<file path="config.mk">
export PLATFORM = sky130hd
export DESIGN_NAME = level_peak_hold
export DESIGN_NICKNAME = d
export VERILOG_FILES = /design/src/rtl/level_meter_pkg.sv /design/src/rtl/level_sat_sub.sv /design/src/rtl/level_peak_hold.sv
export SDC_FILE = /design/constraint.sdc
export NUM_CORES = 1
export LEC_CHECK = 0
export ABC_CLOCK_PERIOD_IN_PS = 3940
export CAP_MARGIN = 5
export CORE_MARGIN = 2
export CORE_UTILIZATION = 54
export DETAILED_ROUTE_END_ITERATION = 8
export GPL_ROUTABILITY_DRIVEN = 0
export GPL_TIMING_DRIVEN = 0
export PLACE_DENSITY = 0.79
export SLEW_MARGIN = 20
export SYNTH_ARGS = -nofsm -noshare
export SYNTH_HDL_FRONTEND = slang
export SYNTH_HIERARCHICAL = 1
export SYNTH_SLANG_ARGS = --single-unit
</file>
<file path="constraint.sdc">
create_clock -name clk -period 3.94 [get_ports clk]
set_clock_uncertainty 0.2 [all_clocks]
set_input_delay 1.182 -clock clk [delete_from_list [all_inputs] [get_ports clk]]
set_output_delay 1.182 -clock clk [all_outputs]
set_load 0.03 [all_outputs]
</file>
<file path="src/rtl/level_meter_pkg.sv">
// Shared definitions for the level meter: peak-hold state encoding and the
// result-width rule for the saturating subtractor.
`default_nettype none

package level_meter_pkg;

  typedef enum logic [1:0] {
    IDLE  = 2'd0,
    HOLD  = 2'd1,
    DECAY = 2'd2
  } peak_state_t;

  // A clamped difference can never exceed its minuend, so it needs no extra bit.
  function automatic int sat_sub_width(input int operand_width);
    return operand_width;
  endfunction

endpackage

`default_nettype wire

</file>
<file path="src/rtl/level_sat_sub.sv">
// level_sat_sub: combinational unsigned a - b, clamped at zero instead of wrapping.
// Revision: 1.0
`default_nettype none

module level_sat_sub
  import level_meter_pkg::*;
#(
  parameter int width = 16
) (
  input  logic [width-1:0]                a,
  input  logic [width-1:0]                b,
  output logic [sat_sub_width(width)-1:0] diff
);

  assign diff = (a > b) ? (a - b) : '0;

endmodule

`default_nettype wire

</file>
<file path="src/rtl/level_peak_hold.sv">
// level_peak_hold: fast-attack/linear-release level plus peak-hold meter, one-entry pipeline.
// Optional sticky overload flag with LEVEL_PEAK_HOLD_OVERLOAD_EN. Revision: 1.0
`default_nettype none

module level_peak_hold
  import level_meter_pkg::*;
#(
  parameter int               width      = 16,
  parameter int               hold_count = 8,
  parameter logic [width-1:0] decay_step = 16'h0100
) (
  input  logic             clk,
  input  logic             reset,
  input  logic             i_valid,
  output logic             i_ready,
  input  logic [width-1:0] i_value,
  output logic             o_valid,
  input  logic             o_ready,
  output logic [width-1:0] o_level,
`ifdef LEVEL_PEAK_HOLD_OVERLOAD_EN
  output logic [width-1:0] o_peak,
  input  logic             i_clear_overload,
  output logic             o_overload
`else
  output logic [width-1:0] o_peak
`endif
);

  localparam int cnt_w = (hold_count < 1) ? 1 : $clog2(hold_count + 1);
  localparam logic [cnt_w-1:0] cnt_load = cnt_w'(hold_count);
  localparam logic [cnt_w-1:0] cnt_one  = cnt_w'(1);

  peak_state_t      state, state_next;
  logic [width-1:0] level, level_next;
  logic [width-1:0] peak, peak_next;
  logic [cnt_w-1:0] count, count_next;
  logic             valid_next;
  logic             accept;
  logic [width-1:0] level_dec;
  logic [width-1:0] peak_dec;

  assign i_ready = !o_valid || o_ready;
  assign accept  = i_valid && i_ready;
  assign o_level = level;
  assign o_peak  = peak;

  level_sat_sub #(.width(width)) u_level_sub (
    .a    (level),
    .b    (decay_step),
    .diff (level_dec)
  );

  level_sat_sub #(.width(width)) u_peak_sub (
    .a    (peak),
    .b    (decay_step),
    .diff (peak_dec)
  );

  always_ff @(posedge clk or negedge reset) begin
    if (!reset) begin
      state   <= IDLE;
      level   <= '0;
      peak    <= '0;
      count   <= '0;
      o_valid <= 1'b0;
    end else begin
      state   <= state_next;
      level   <= level_next;
      peak    <= peak_next;
      count   <= count_next;
      o_valid <= valid_next;
    end
  end

  always_comb begin
    state_next = state;
    level_next = level;
    peak_next  = peak;
    count_next = count;
    valid_next = o_valid;

    if (accept) begin
      valid_next = 1'b1;
    end else if (o_ready) begin
      valid_next = 1'b0;
    end

    if (accept) begin
      level_next = (i_value > level_dec) ? i_value : level_dec;

      // A new or equal non-zero peak always restarts the hold, whatever the state.
      if ((i_value >= peak) && (i_value != '0)) begin
        peak_next  = i_value;
        count_next = cnt_load;
        state_next = HOLD;
      end else begin
        case (state)
          IDLE: begin
            peak_next  = '0;
            count_next = '0;
          end
          HOLD: begin
            if (count <= cnt_one) begin
              count_next = '0;
              state_next = DECAY;
            end else begin
              count_next = count - cnt_one;
            end
          end
          DECAY: begin
            peak_next  = (i_value > peak_dec) ? i_value : peak_dec;
            count_next = '0;
            if (peak_next == '0) begin
              state_next = IDLE;
            end
          end
          default: begin
            state_next = IDLE;
            peak_next  = '0;
            count_next = '0;
          end
        endcase
      end
    end
  end

`ifdef LEVEL_PEAK_HOLD_OVERLOAD_EN
  // Set has priority so a full-scale sample arriving with a clear is never lost.
  always_ff @(posedge clk or negedge reset) begin
    if (!reset) begin
      o_overload <= 1'b0;
    end else if (accept && (i_value == '1)) begin
      o_overload <= 1'b1;
    end else if (i_clear_overload) begin
      o_overload <= 1'b0;
    end
  end
`endif

endmodule

`default_nettype wire

</file>
==> results.yml <==
cts:
  cts_root_buffer: "clkbuf_16"
  numCtsBuffers: 5
  clk_latency_ps: 300
  clock-sinks: 39
  cts_hold_buf: 0
  clock_path_buffers: 2
  cts_tree: "built"
  ctsHtreeMaxLevel: 2
  path_clk_slew_ps: 70
setup_path:
  cp-end-kind: "register"
  cp-start-kind: "register"
  cp_max_fo: 6
  critical_path_class: "register to register"
  slowest_stage: "dfrtp_2"
  crit_chain: "ha_4 > o211ai_1 > a21oi_2 > o21bai_2 > a21oi_2 > o21ai_4 > buf_16 > nor2_2 > inv_1 > ha_1 > nand4_1 > or3_4 > a21oi_4 > o32a_1 > buf_6 > mux2_4 > o221ai_2"
  critPathMaxStageDelay_ps: 460
  critPathArrivalTime_ps: 4370
  required_ps: 3960
  crit_path_frequent_cell: "a21oi_2"
  r2r_setup_slack_ps: -410
synthesis:
  syn_area_per_cell_um2: 7.63
  synth_top_area_share_pct: 16.9
  netlist_area_um2: 6090
  synth_top_flop_cell: "dfrtp_1"
  synth.most_common_cell: "inv_1"
  synth_top_area_cell: "ha_1"
  ys_ff_latch: 39
  yosys.cell_types.count: 73
  async_flop_share_pct: 100
  synth_edf_count: 0
  yosysWarnings: 6
  synth_common_cells: "90 x inv_1, 82 x ha_1, 57 x nand3_1, 53 x a21oi_1, 46 x nand2_1"
  syn_inst: 798
  seq_area_frac_synth_pct: 16.0
  synthTopCellsByArea: "ha_1 17%, dfrtp_1 16%, inv_1 5.6%"
place:
  post_dp_cell_area_um2: 7170
  dp_slack_ps: -635
  hpwl_um: 15000
  port_buffers: 53
global_route:
  grt_max_degree: 26
  track_usage_pct: 36.7
  gr-total-overflow: 0
  first_global_vias: 7276
  grt_pass1_wl_um: 35000
  grt_antenna_before_repair: 0
pwr:
  leakage_nw: 3.59
  p_int_w: 0.00413
  p_seq_share_pct: 9.9
  power.switching_w: 0.00464
  combPwrFrac_pct: 85.5
  ir_drop_mv: 0.716
  power_w: 0.00877
  powerDensity_nw_per_um2: 953
  pwr-share-clk_pct: 4.7
  switching_share_pct: 52.9
run:
  max_cap_viol_count: 0
worst_hold_path:
  worstHoldPathType: "register to register"
final_layout:
  antenna-diode-count: 0
  final_area_um2: 9200
  area_growth_pct: 51.2
  drive_above_1_share_pct: 34.3
  nets: 1081
route:
  dr.pass1.iters: 5
  ant_nets: 0
  routed_wl_um: 25400
  detail_route.vias_per_cell: 6.97
  route.detailed.drc: 0
  dr.first_iter.drc_count: 1029
  vias: 7793
  wl_per_cell_um: 22.8
die:
  core.rowCount: 38
  coreArea_um2: 10900
  die_w_um: 110
  ioPinCount: 54
  fp.dieH_um: 110
  start_util_pct: 55.7
  die-area_um2: 12100
sta:
  finalSetupViolCount: 33
  fin_crit_sh_pct: 110
  tightest_slew_ps: 854
  fin_ws_ps: -413
  slew_violations: 0
  rsz0062_at_grt: "true"
  fmax_mhz: 230
  fin_crit_ps: 4350
  slew_headroom_pct: 43.1
  hold_viol: 0
run_status:
  violations: "negative setup slack"
  outcome: "finished, violations left"
==> area by class of cell <==
| class | count | area [um^2] |
|---|---|---|
| repair buffers | 145 | 1330 |
| well taps | 140 | 175 |
| multi-input cells | 659 | 5950 |
| clock inverters | 2 | 12.5 |
| fillers | 581 | 1730 |
| flip-flops and latches | 39 | 997 |
| clock buffers | 6 | 129 |
| plain buffers | 37 | 278 |
| inverters | 90 | 338 |
==> state kept, by name, summed over array words and instances (netlist names) <==
register  cells
count         4
o_level      16
o_peak       16
o_valid       1
state         2
==> stage by stage <==
step                utilization (%)  cells  hold WS [ps]  TNS, ps
floorplan                         -    830           288     -430
CTS                            77.0   1091           335    -53.8
global placement               65.4   1023           319   -13850
finish                         84.2   1118           342    -8000
detailed placement             65.5   1024           322   -16080
global route                   84.2   1118           375   -12410
==> critical path, delay by kind of cell, from the launching register on <==
family          cells  cell delay [ps]
simple gates        3              890
fa+ha+maj           2              650
compound gates      8             1280
buf+inv             3              460
flops               1              460
mux                 1              310
==> cell families (layout without fill, tap and decap cells) <==
group / Yosys count / count (layout) / synth area share (%)
AND/OR/NAND/NOR: 272 / 272 / 23.3
AO/OA/AOI/OAI: 248 / 248 / 30.4
buffers and inverters: 132 / 280 / 9.58
adder cells (fa/ha/maj): 84 / 84 / 17.5
flip-flops: 39 / 39 / 16.0
XOR/XNOR: 20 / 20 / 2.88
other: 2 / 34 / 0.123
multiplexers: 1 / 1 / 0.185
==> what timing repair did <==
action	4_1_cts	5_1_grt
gates resized for setup	124	115
setup endpoints to repair	33	33
setup buffers	60	27
endpoints found under the hold margin	0	0
gates cloned	3	2
pin swaps	53	71
==> layout by cell type (no fill, tap or decap), types with 10 or more instances in the layout <==
| cell type | netlist | final |
|---|---|---|
| clkbuf_1 | 22 | 14 |
| buf_6 | 8 | 15 |
| conb_1 | 2 | 34 |
| a21oi_1 | 53 | 40 |
| nand2_1 | 46 | 38 |
| o21ai_0 | 24 | 19 |
| nand3_1 | 57 | 41 |
| xor2_1 | 12 | 12 |
| nand4_1 | 27 | 27 |
| and2_1 | 10 | 10 |
| a22oi_2 | 3 | 11 |
| clkdlybuf4s50_1 | 0 | 51 |
| dfrtp_1 | 39 | 22 |
| o22ai_1 | 19 | 17 |
| o2111ai_2 | 0 | 10 |
| ha_4 | 0 | 30 |
| nand3_2 | 1 | 15 |
| o211ai_1 | 10 | 10 |
| inv_1 | 90 | 80 |
| nor3_1 | 31 | 28 |
| nor4_1 | 11 | 10 |
| inv_2 | 0 | 10 |
| o31ai_2 | 0 | 11 |
| a2bb2oi_1 | 16 | 12 |
| nor2_1 | 42 | 28 |
| buf_4 | 5 | 81 |
| ha_1 | 82 | 49 |
| dfrtp_2 | 0 | 17 |
==> metal layers <==
layer | global-route usage (%) | routed length [um] | vias to the layer above
met3 | 5.47 | 2010 | 212
li1 | - | - | 3317
met2 | 66.9 | 12400 | 601
met4 | 21.3 | 2050 | 0
met1 | 40.3 | 8920 | 3663
met5 | 0 | 0 | -
==> power groups by stage <==
| stage | clock network [W] | logic (W) | registers [W] |
|---|---|---|---|
| floorplan | 0 | 0.00345 | 0.00111 |
| global placement | 0 | 0.00481 | 0.000849 |
| detailed placement | 0 | 0.00503 | 0.000856 |
| CTS | 0.000401 | 0.00627 | 0.000843 |
| global route | 0.000422 | 0.00784 | 0.000885 |
| finish | 0.000411 | 0.00750 | 0.000865 |
==> worst paths after layout <==
path,startpoint,endpoint,cells after the start
worst max-delay path,o_peak[4],state[1],17
min in group asynchronous,reset,o_peak[4],1
max in group asynchronous,reset,o_level[11],2
worst max register to register,o_peak[4],state[1],17
worst min-delay path,count[1],count[1],2
worst min register to register,count[1],count[1],2
Note: power is estimated with default switching activity, not from simulation.
